===== src/rtl/shift_pkg.sv =====
// shift_pkg: shared op encoding and width helpers for the pipelined barrel shifter
package shift_pkg;
  typedef enum logic [1:0] {SLL = 2'b00, SRL = 2'b01, SRA = 2'b11} shift_op_t;
  localparam int MAXW = 256;
  function automatic int log2w(input int n);
    return $clog2(n);
  endfunction
  function automatic int halfw(input int n);
    return n / 2;
  endfunction
  function automatic logic [MAXW-1:0] bit_reverse(input logic [MAXW-1:0] x);
    logic [MAXW-1:0] r;
    for (int i = 0; i < MAXW; i++) r[i] = x[MAXW-1-i];
    return r;
  endfunction
endpackage


===== src/rtl/shift_right_levels.sv =====
// shift_right_levels: 2:1 mux levels LO..HI-1 of a right shifter with explicit fill
module shift_right_levels #(
  parameter int N  = 64,
  parameter int LO = 0,
  parameter int HI = 3
) (
  input  logic [N-1:0]     d,
  input  logic [HI-LO-1:0] amt,
  input  logic             fill,
  output logic [N-1:0]     q
);
  logic [N-1:0] st [HI-LO+1];
  assign st[0] = d;
  for (genvar g = 0; g < HI - LO; g++) begin : g_lvl
    localparam int S = 1 << (g + LO);
    assign st[g+1] = amt[g] ? {{S{fill}}, st[g][N-1:S]} : st[g];
  end
  assign q = st[HI-LO];
endmodule


===== src/rtl/shift_unit_pipe.sv =====
// shift_unit_pipe: two-stage SLL/SRL/SRA barrel shifter with word variants and valid/ready
module shift_unit_pipe import shift_pkg::*; #(
  parameter int N        = 64,
  parameter int SPLIT    = log2w(N) / 2,
  parameter int WORD_OPS = 1
) (
  input  logic                clk,
  input  logic                rst_n,
  input  logic                in_valid,
  output logic                in_ready,
  input  logic [N-1:0]        in_data,
  input  logic [log2w(N)-1:0] in_shamt,
  input  logic [1:0]          in_op,
  input  logic                in_word,
  output logic                out_valid,
  input  logic                out_ready,
  output logic [N-1:0]        out_data
);
  localparam int L = log2w(N);
  localparam int H = halfw(N);
  function automatic logic [N-1:0] rev(input logic [N-1:0] v);
    logic [MAXW-1:0] t;
    t = bit_reverse(MAXW'(v));
    return t[MAXW-1 -: N];
  endfunction
  shift_op_t op;
  logic en, word, sra, sll, s1_valid, s1_fill, s1_sll, s1_word;
  logic [L-1:0] amt;
  logic [L-SPLIT-1:0] s1_amt;
  logic [N-1:0] pre, x, y1, s1_data, y2, r, res;
  assign en = !out_valid || out_ready;
  assign in_ready = en;
  assign op = shift_op_t'(in_op);
  assign word = (WORD_OPS != 0) && in_word;
  assign sra = op == SRA;
  assign sll = !(op == SRL || sra);
  assign amt = word ? {1'b0, in_shamt[L-2:0]} : in_shamt;
  assign pre = (!word || sll) ? in_data : {{H{sra && in_data[H-1]}}, in_data[H-1:0]};
  // left shifts reuse the right-shift network on the mirrored operand
  assign x = sll ? rev(pre) : pre;
  shift_right_levels #(.N(N), .LO(0), .HI(SPLIT)) u_s1 (
    .d(x), .amt(amt[SPLIT-1:0]), .fill(sra && pre[N-1]), .q(y1)
  );
  always_ff @(posedge clk or negedge rst_n)
    if (!rst_n) begin
      s1_valid <= 1'b0;
      s1_data  <= '0;
      s1_fill  <= 1'b0;
      s1_sll   <= 1'b0;
      s1_word  <= 1'b0;
      s1_amt   <= '0;
    end else if (en) begin
      s1_valid <= in_valid;
      s1_data  <= y1;
      s1_fill  <= sra && pre[N-1];
      s1_sll   <= sll;
      s1_word  <= word;
      s1_amt   <= amt[L-1:SPLIT];
    end
  shift_right_levels #(.N(N), .LO(SPLIT), .HI(L)) u_s2 (
    .d(s1_data), .amt(s1_amt), .fill(s1_fill), .q(y2)
  );
  assign r = s1_sll ? rev(y2) : y2;
  assign res = s1_word ? {{H{r[H-1]}}, r[H-1:0]} : r;
  always_ff @(posedge clk or negedge rst_n)
    if (!rst_n) begin
      out_valid <= 1'b0;
      out_data  <= '0;
    end else if (en) begin
      out_valid <= s1_valid;
      out_data  <= res;
    end
endmodule


===== config.mk =====
export PLATFORM = sky130hd
export DESIGN_NAME = shift_unit_pipe
export DESIGN_NICKNAME = d
export VERILOG_FILES = /design/src/rtl/shift_pkg.sv /design/src/rtl/shift_right_levels.sv /design/src/rtl/shift_unit_pipe.sv
export SDC_FILE = /design/constraint.sdc
export NUM_CORES = 1
export LEC_CHECK = 0
export CORE_ASPECT_RATIO = 0.9
export CORE_MARGIN = 2
export CORE_UTILIZATION = 40
export CTS_CLUSTER_SIZE = 12
export DETAILED_ROUTE_END_ITERATION = 10
export DONT_BUFFER_PORTS = 1
export GPL_ROUTABILITY_DRIVEN = 0
export PLACE_DENSITY_LB_ADDON = 0.05
export SLEW_MARGIN = 20
export SYNTH_ARGS = -nofsm -noshare
export SYNTH_HDL_FRONTEND = slang
export SYNTH_SLANG_ARGS = --single-unit

===== constraint.sdc =====
create_clock -name clk -period 2.55 [get_ports clk]
set_input_delay 0.6375 -clock clk [delete_from_list [all_inputs] [get_ports clk]]
set_output_delay 0.6375 -clock clk [all_outputs]
set_load 0.005 [all_outputs]

==> results.ini, run 1 <==
[cts]
cts_made_buffers=17
clk_latency_ns=0.43
h-tree-depth=4
cts_num_sinks=136
clockBufferDepth=2
post_cts_buffers=0
clock-root-buffer=clkbuf_16
cts_tree=yes
clkSlewWorstSetupHoldPaths_ns=0.06
ctsResizeCount=0

[timing]
clock.fmax_mhz=435
setup_viol_count_final=0
tightest_slew_ns=0.734
holdWs_ns=-0.0902
period_share_pct=90.2
relSlewSlack_pct=51.0
timing.setup.tns_ns=0
hold_viol_final=136
fin_crit_ns=2.30
finClkSkew_ns=0.00962
drv_slew=0
grt_setup_unrepaired=false

[setup_path]
required_ns=2.87
rr_worst_depth=5
critPathMaxStageDelay_ns=0.61
cp-end-kind=flop
start_kind=flop
crit_arrival_ns=2.62
crit_family=multiplexers
cp_num_cells=5
slowest_stage=mux4_2
crit_buf_inv=1
critPathMaxFanout=23
critPathKind=flop to flop
crit_chain=buf_4 > mux4_2 > mux4_2 > nand2_1 > nand2_1

[floorplanning]
start_util_pct=40.9
fp.dieH_um=160
core_area_sq_um=26300
die-area_sq_um=28200
rows=56
pin_count=143
die_x_um=177

[placed_design]
dp_cells=1279
hpwlAfterDp_um=28100
io_buffers=0

[outcome]
violations=negative hold slack
status=finished, violations left

[yosys]
ys.warnings.count=0
synth_fp_nets=1074
yosys.area.top_type=dfrtp_1
ys.flop_type=dfrtp_1
avgSynthCellArea_sq_um=10.8
netlist_instances=997
seq_area_frac_synth_pct=31.7
syn_area_sq_um=10800
async_reset_ff_share_pct=100
synth-edff-count=0
synth.distinct_cells=44
synth_seq_cells=136
synth_top_area_share_pct=31.7
synth_area_leaders=dfrtp_1 32%, mux4_2 27%, mux2i_1 5.9%

[detailed_routing]
drc=0
antenna_left=0
vias=8544
vias_per_cell=6.52
first_iter_violations=755
drt_first_pass_iters=5
wl_per_cell_um=28.2
drt-total-wl_um=36900

[power_and_ir_drop]
total_power_w=0.00917
swShare_pct=36.3
p_per_area_nw_per_um2=788
seqPwrFrac_pct=37.8
leakage_nw=4.59
p_int_w=0.00584
ir_worst_vdd_v=0.000522
p_sw_w=0.00333
power_frac_comb_pct=35.4
clock_power_share_pct=26.8

[finish]
stdcell_count=1310
final_util_pct=44.3
area_growth_pct=8.21
drive_above_1_share_pct=26.3
n_antenna_cell=0
final_nets=1027

[global_route]
grt_max_degree=137
first_global_vias=8500
grt_usage_pct=26.6
grt_overflow=0
grt_pass1_wl_um=56000
antenna_found_initial=0

[flow_run]
max-cap-violations=0

[hold_path]
hp-class=input pin to async pin

## power by group through the flow
stage	Sequential, W	Combinational (W)	Clock (W)
after detailed placement	0.00351	0.00322	0
after floorplan	0.00315	0.00248	0
after CTS	0.00347	0.00324	0.00250
final	0.00346	0.00325	0.00245
after global placement	0.00350	0.00318	0
after global routing	0.00354	0.00350	0.00260
## placed cells by master (no fill, tap or decap), types with 5 or more instances in the layout
cell type,n
a21o_1,8
a21oi_1,71
a221o_1,34
a22oi_1,16
a31oi_1,32
and2_1,5
buf_4,36
clkbuf_16,17
dfrtp_1,134
mux2_2,34
mux2i_1,63
mux4_2,131
nand2_1,103
nand2b_1,33
nor2_1,117
nor2b_1,28
o21ai_0,18
o221a_2,8
o22a_1,15
## final cells by class
cell class              count  area (sq um)
clock buffers              20           457
fillers                  2516         14600
repair buffers             39           330
inverters                   5          20.0
clock inverters            11           124
flip-flops and latches    136          3410
well taps                 348           435
multi-input cells         751          6860
## flip-flops by register name (all words and copies together), names as in the netlist
signal / cells
out_data: 64
s1_data: 64
s1_amt: 3
out_valid: 1
s1_fill: 1
s1_sll: 1
s1_valid: 1
s1_word: 1
## worst paths after layout
path / slack [ns] / start / to
setup / recovery: 0.25 / s1_amt[1] / out_data[24]
hold / removal: -0.09 / rst_n / out_data[14]
setup reg to reg: 0.25 / s1_amt[1] / out_data[24]
hold reg to reg: 0.49 / s1_valid / out_valid
max in group asynchronous: 2.41 / rst_n / out_data[42]
min in group clk: 0.33 / in_op[0] / s1_sll
## routing by layer
metal  global-route usage (%)  share of wire, %
met5                        0                 0
met4                     8.11               2.5
met3                     5.95               7.5
met2                     40.6                46
met1                     37.8                44
## stage by stage
stage / area (sq um) / setup WS [ns]
4_1_cts: 11600 / 0.170
2_1_floorplan: 10800 / 0.162
6_report: 11600 / 0.249
5_1_grt: 11600 / 0.115
3_5_place_dp: 11000 / 0.207
3_3_place_gp: 11000 / 0.195
## kinds of logic (layout without fill, tap and decap cells)
logic type / after synthesis / after routing / share of synthesized area, %
multiplexers: 228 / 228 / 36.9
XOR/XNOR: 1 / 1 / 0.0815
AO/OA/AOI/OAI: 222 / 222 / 14.4
AND/OR/NAND/NOR: 300 / 300 / 12.4
flip-flops: 136 / 136 / 31.7
buffers and inverters: 110 / 75 / 4.64
## cell usage after synthesis, drive strengths merged, types with 3 or more instances
library cell and number:
dfrtp 136, mux4 131, nor2 118, nand2 103, a21oi 71, mux2i 63, buf 53, clkbuf 52
a221o 34, mux2 34, nand2b 33, a31oi 32, nor2b 29, o21ai 18, a22oi 16, o22a 15
o221a 9, a21o 8, and2 5, nor3 5, inv 4, o21a 4, o31ai 4, and3 3
o211ai 3
(Power assumes the default switching activity.)
==> inputs of run 2 (changes only) <==
ABC_AREA = 1   (was not set)
CTS_BUF_LIST = sky130_fd_sc_hd__clkbuf_4 sky130_fd_sc_hd__clkbuf_8 sky130_fd_sc_hd__clkbuf_16   (was not set)
TNS_END_PERCENT = 100   (was not set)
==> run 2 against run 1 <==
  * The flow still finishes with violations (negative hold slack)
  * Sequential share of layout area increased by 0.059 points
  * Via count grew 40%
  * Highest routed layer unchanged
  * Cell area shrank 0.31%
  * Non-clock buffer count fell by 5
  * Register-to-register slack better by 0.16 ns
  * Largest cell class unchanged
  * First-iteration DRC count increased by 93%
  * Synthesized cell count is 76% higher
  * Hold slack worse by 0.019 ns
  * Global-route usage grew 3.6 points
  * Critical path type unchanged
==> results.ini, run 2 <==
[yosys]
ys.flop_type=dfrtp_1  ; unchanged
yosys.area.top_type=dfrtp_1  ; unchanged
seq_area_frac_synth_pct=31.3  ; was 31.7%
synth_top_area_share_pct=31.3  ; was 31.7%
netlist_instances=1758  ; was 997
synth.distinct_cells=28  ; was 44
async_reset_ff_share_pct=100  ; unchanged
netlist_top_cells_count=660 x nand2_1, 652 x nand3_1, 136 x dfrtp_1  ; was 136 x dfrtp_1, 131 x mux4_2, 118 x nor2_1
ys.warnings.count=0  ; unchanged
synth_area_leaders=dfrtp_1 31%, nand3_1 30%, nand2_1 23%  ; was dfrtp_1 32%, mux4_2 27%, mux2i_1 5.9%
synth_most_common_cell=nand2_1  ; was dfrtp_1
synth_seq_cells=136  ; unchanged
avgSynthCellArea_sq_um=6.18  ; was 10.8 sq um
synth-edff-count=0  ; unchanged
syn_area_sq_um=10900  ; was 10,800 sq um
synth_fp_nets=1835  ; was 1,074

[placed_design]
dpl_worst_slack_ns=0.416  ; was 0.207 ns
hpwlAfterDp_um=31800  ; was 28,100 um
io_buffers=0  ; unchanged

[outcome]
status=finished, violations left  ; unchanged
violations=negative hold slack  ; unchanged

[global_route]
grt.met3_usage_pct=6.27  ; was 5.95%
grt_usage_pct=30.2  ; was 26.6%
first_global_vias=10900  ; was 8,500
grt-busiest-layer=met1  ; was met2
met1_usage_pct=46.3  ; was 37.8%
gr-usage-met2_pct=42.5  ; was 40.6%
grt_pass1_wl_um=65600  ; was 56,000 um
grt_max_degree=137  ; unchanged
grt_overflow=0  ; unchanged
antenna_found_initial=0  ; unchanged

[cts]
clkSlewWorstSetupHoldPaths_ns=0.06  ; about the same
clock-root-buffer=clkbuf_16  ; unchanged
ctsResizeCount=0  ; unchanged
clk_latency_ns=0.45  ; was 0.43 ns
h-tree-depth=4  ; unchanged
cts_tree=yes  ; unchanged
cts_made_buffers=17  ; unchanged
cts_num_sinks=136  ; unchanged
post_cts_buffers=0  ; unchanged
clockBufferDepth=2  ; unchanged

[floorplanning]
start_util_pct=40.5  ; was 40.9%
pin_count=143  ; unchanged
core_area_sq_um=26800  ; was 26,300 sq um
die-area_sq_um=28500  ; was 28,200 sq um
fp.dieH_um=160  ; about the same
die_x_um=178  ; was 177 um
rows=57  ; was 56

[detailed_routing]
antenna_left=0  ; unchanged
vias_per_cell=5.86  ; was 6.52
drt-total-wl_um=42500  ; was 36,900 um
first_iter_violations=1458  ; was 755
wl_per_cell_um=20.9  ; was 28.2 um
drt_first_pass_iters=8  ; was 5
drc=0  ; unchanged
vias=11900  ; was 8,544

[setup_path]
cp-end-kind=flop  ; unchanged
critPathMostFrequentCell=nand2_1
critPathKind=flop to flop  ; unchanged
crit_buf_inv=1  ; unchanged
rrSetupSlack_ns=0.41  ; was 0.25 ns
crit_family=simple AND/OR/NAND/NOR gates  ; was multiplexers
slowest_stage=buf_4  ; was mux4_2
start_kind=flop  ; unchanged
crit_chain=buf_4 > nand2_1 > nand3_1 > nand3_2 > nand3_2 > nand3_4 > nand2_1 > nand2_1 > nand2_1  ; was buf_4 > mux4_2 > mux4_2 > nand2_1 > nand2_1
critPathMaxStageDelay_ns=0.48  ; was 0.61 ns
crit_arrival_ns=2.52  ; was 2.62 ns
required_ns=2.93  ; was 2.87 ns
critPathMaxFanout=56  ; was 23

[finish]
n_antenna_cell=0  ; unchanged
mostFrequentLayoutCell=nand2_1  ; was dfrtp_1
num-fill-cells=2945  ; was 2,516
area_growth_pct=6.76  ; was 8.21%
drive_above_1_share_pct=6.19  ; was 26.3%
reg_top3=out_data: 64 flops, s1_data: 64 flops, s1_amt: 3 flops  ; unchanged
final_cell_mix=659 x nand2_1, 652 x nand3_1, 135 x dfrtp_1  ; was 134 x dfrtp_1, 131 x mux4_2, 117 x nor2_1
final_nets=1744  ; was 1,027
final_util_pct=43.2  ; was 44.3%

[timing]
relSlewSlack_pct=56.1  ; was 51.0%
finClkSkew_ns=0.00838  ; was 0.00962 ns
period_share_pct=84.0  ; was 90.2%
grt_setup_unrepaired=false  ; unchanged
timing.setup.tns_ns=0  ; unchanged
clock.fmax_mhz=467  ; was 435 MHz
holdWs_ns=-0.109  ; was -0.0902 ns
drv_slew=0  ; unchanged
finalWorstSetupSlack_ns=0.408  ; was 0.249 ns
hold_viol_final=136  ; unchanged
setup_viol_count_final=0  ; unchanged
tightest_slew_ns=0.659  ; was 0.734 ns
fin_crit_ns=2.14  ; was 2.30 ns

[power_and_ir_drop]
p_per_area_nw_per_um2=787  ; was 788 nW/um^2
ir_worst_vdd_v=0.000506  ; was 0.000522 V
total_power_w=0.00913  ; was 0.00917 W
leakage_nw=5.78  ; was 4.59 nW

[flow_run]
max-cap-violations=0  ; unchanged

[hold_path]
hp-class=input pin to async pin  ; unchanged

run 2: changes by cell type in the layout (fill, tap and decap cells not counted), moves of 24 or more:
| cell | delta |
|---|---|
| mux4_2 | -131 |
| a21oi_1 | -61 |
| mux2_2 | -34 |
| nand2_1 | +556 |
| a221o_1 | -34 |
| nor2b_1 | -28 |
| nor2_1 | -98 |
| a31oi_1 | -31 |
| nand2b_1 | -33 |
| nand3_1 | +652 |
| nand4_1 | +24 |
| mux2i_1 | -63 |
run 2: cells by family (layout without fill, tap and decap cells):
| kind of cell | count (synthesis) | after routing | share of synthesized area (%) |
|---|---|---|---|
| AO/OA/AOI/OAI | 48 | 48 | 3.23 |
| flip-flops | 136 | 136 | 31.3 |
| AND/OR/NAND/NOR | 1411 | 1411 | 58.3 |
| buffers and inverters | 163 | 85 | 7.13 |
run 2: worst register-to-register path: stages (launching register included):
cell and delay, ns:
dfrtp_1 0.39, buf_4 0.48, nand2_1 0.16, nand3_1 0.16, nand3_2 0.11, nand3_2 0.12
nand3_4 0.32, nand2_1 0.21, nand2_1 0.06, nand2_1 0.07
run 2: stage by stage:
step / cells / instance area (sq um)
after floorplan: 1758 / 10900
after global placement: 2002 / 10900
after detailed placement: 2002 / 10900
after CTS: 2034 / 11600
after global routing: 2034 / 11600
final: 2034 / 11600
run 2: cell type report:
cell class	instances	area [sq um]	share of cell area, %
Clock buffer	19	447	3.85
Clock inverter	13	218	1.88
Inverter	19	72.6	0.626
Multi-Input combinational cell	1459	6710	57.8
Sequential cell	136	3400	29.4
Tap cell	354	443	3.82
Timing Repair Buffer	34	305	2.63
run 2: layer usage:
layer  part of all wire [%]  routed length, um  up-vias
met1                     48              20300     5634
li1                       -                  -     5746
met2                     42              17600      485
met4                    2.4               1030        0
met5                      0                  0        -
met3                    8.3               3550       55
run 2: final timing paths:
kind | from | to | cells after the start
max | s1_amt[0] | out_data[63] | 9
min | rst_n | s1_data[31] | 0
max reg2reg | s1_amt[0] | out_data[63] | 9
min reg2reg | s1_valid | out_valid | 2
max in group asynchronous | rst_n | out_data[52] | 0
min in group clk | in_op[0] | s1_sll | 1
run 2: power by group:
group          leakage, nW  total, W  switching [W]  internal [W]
combinational         3.83   0.00301        0.00204      0.000972
clock                0.318   0.00285        0.00106       0.00179
sequential            1.63   0.00327       0.000574       0.00269
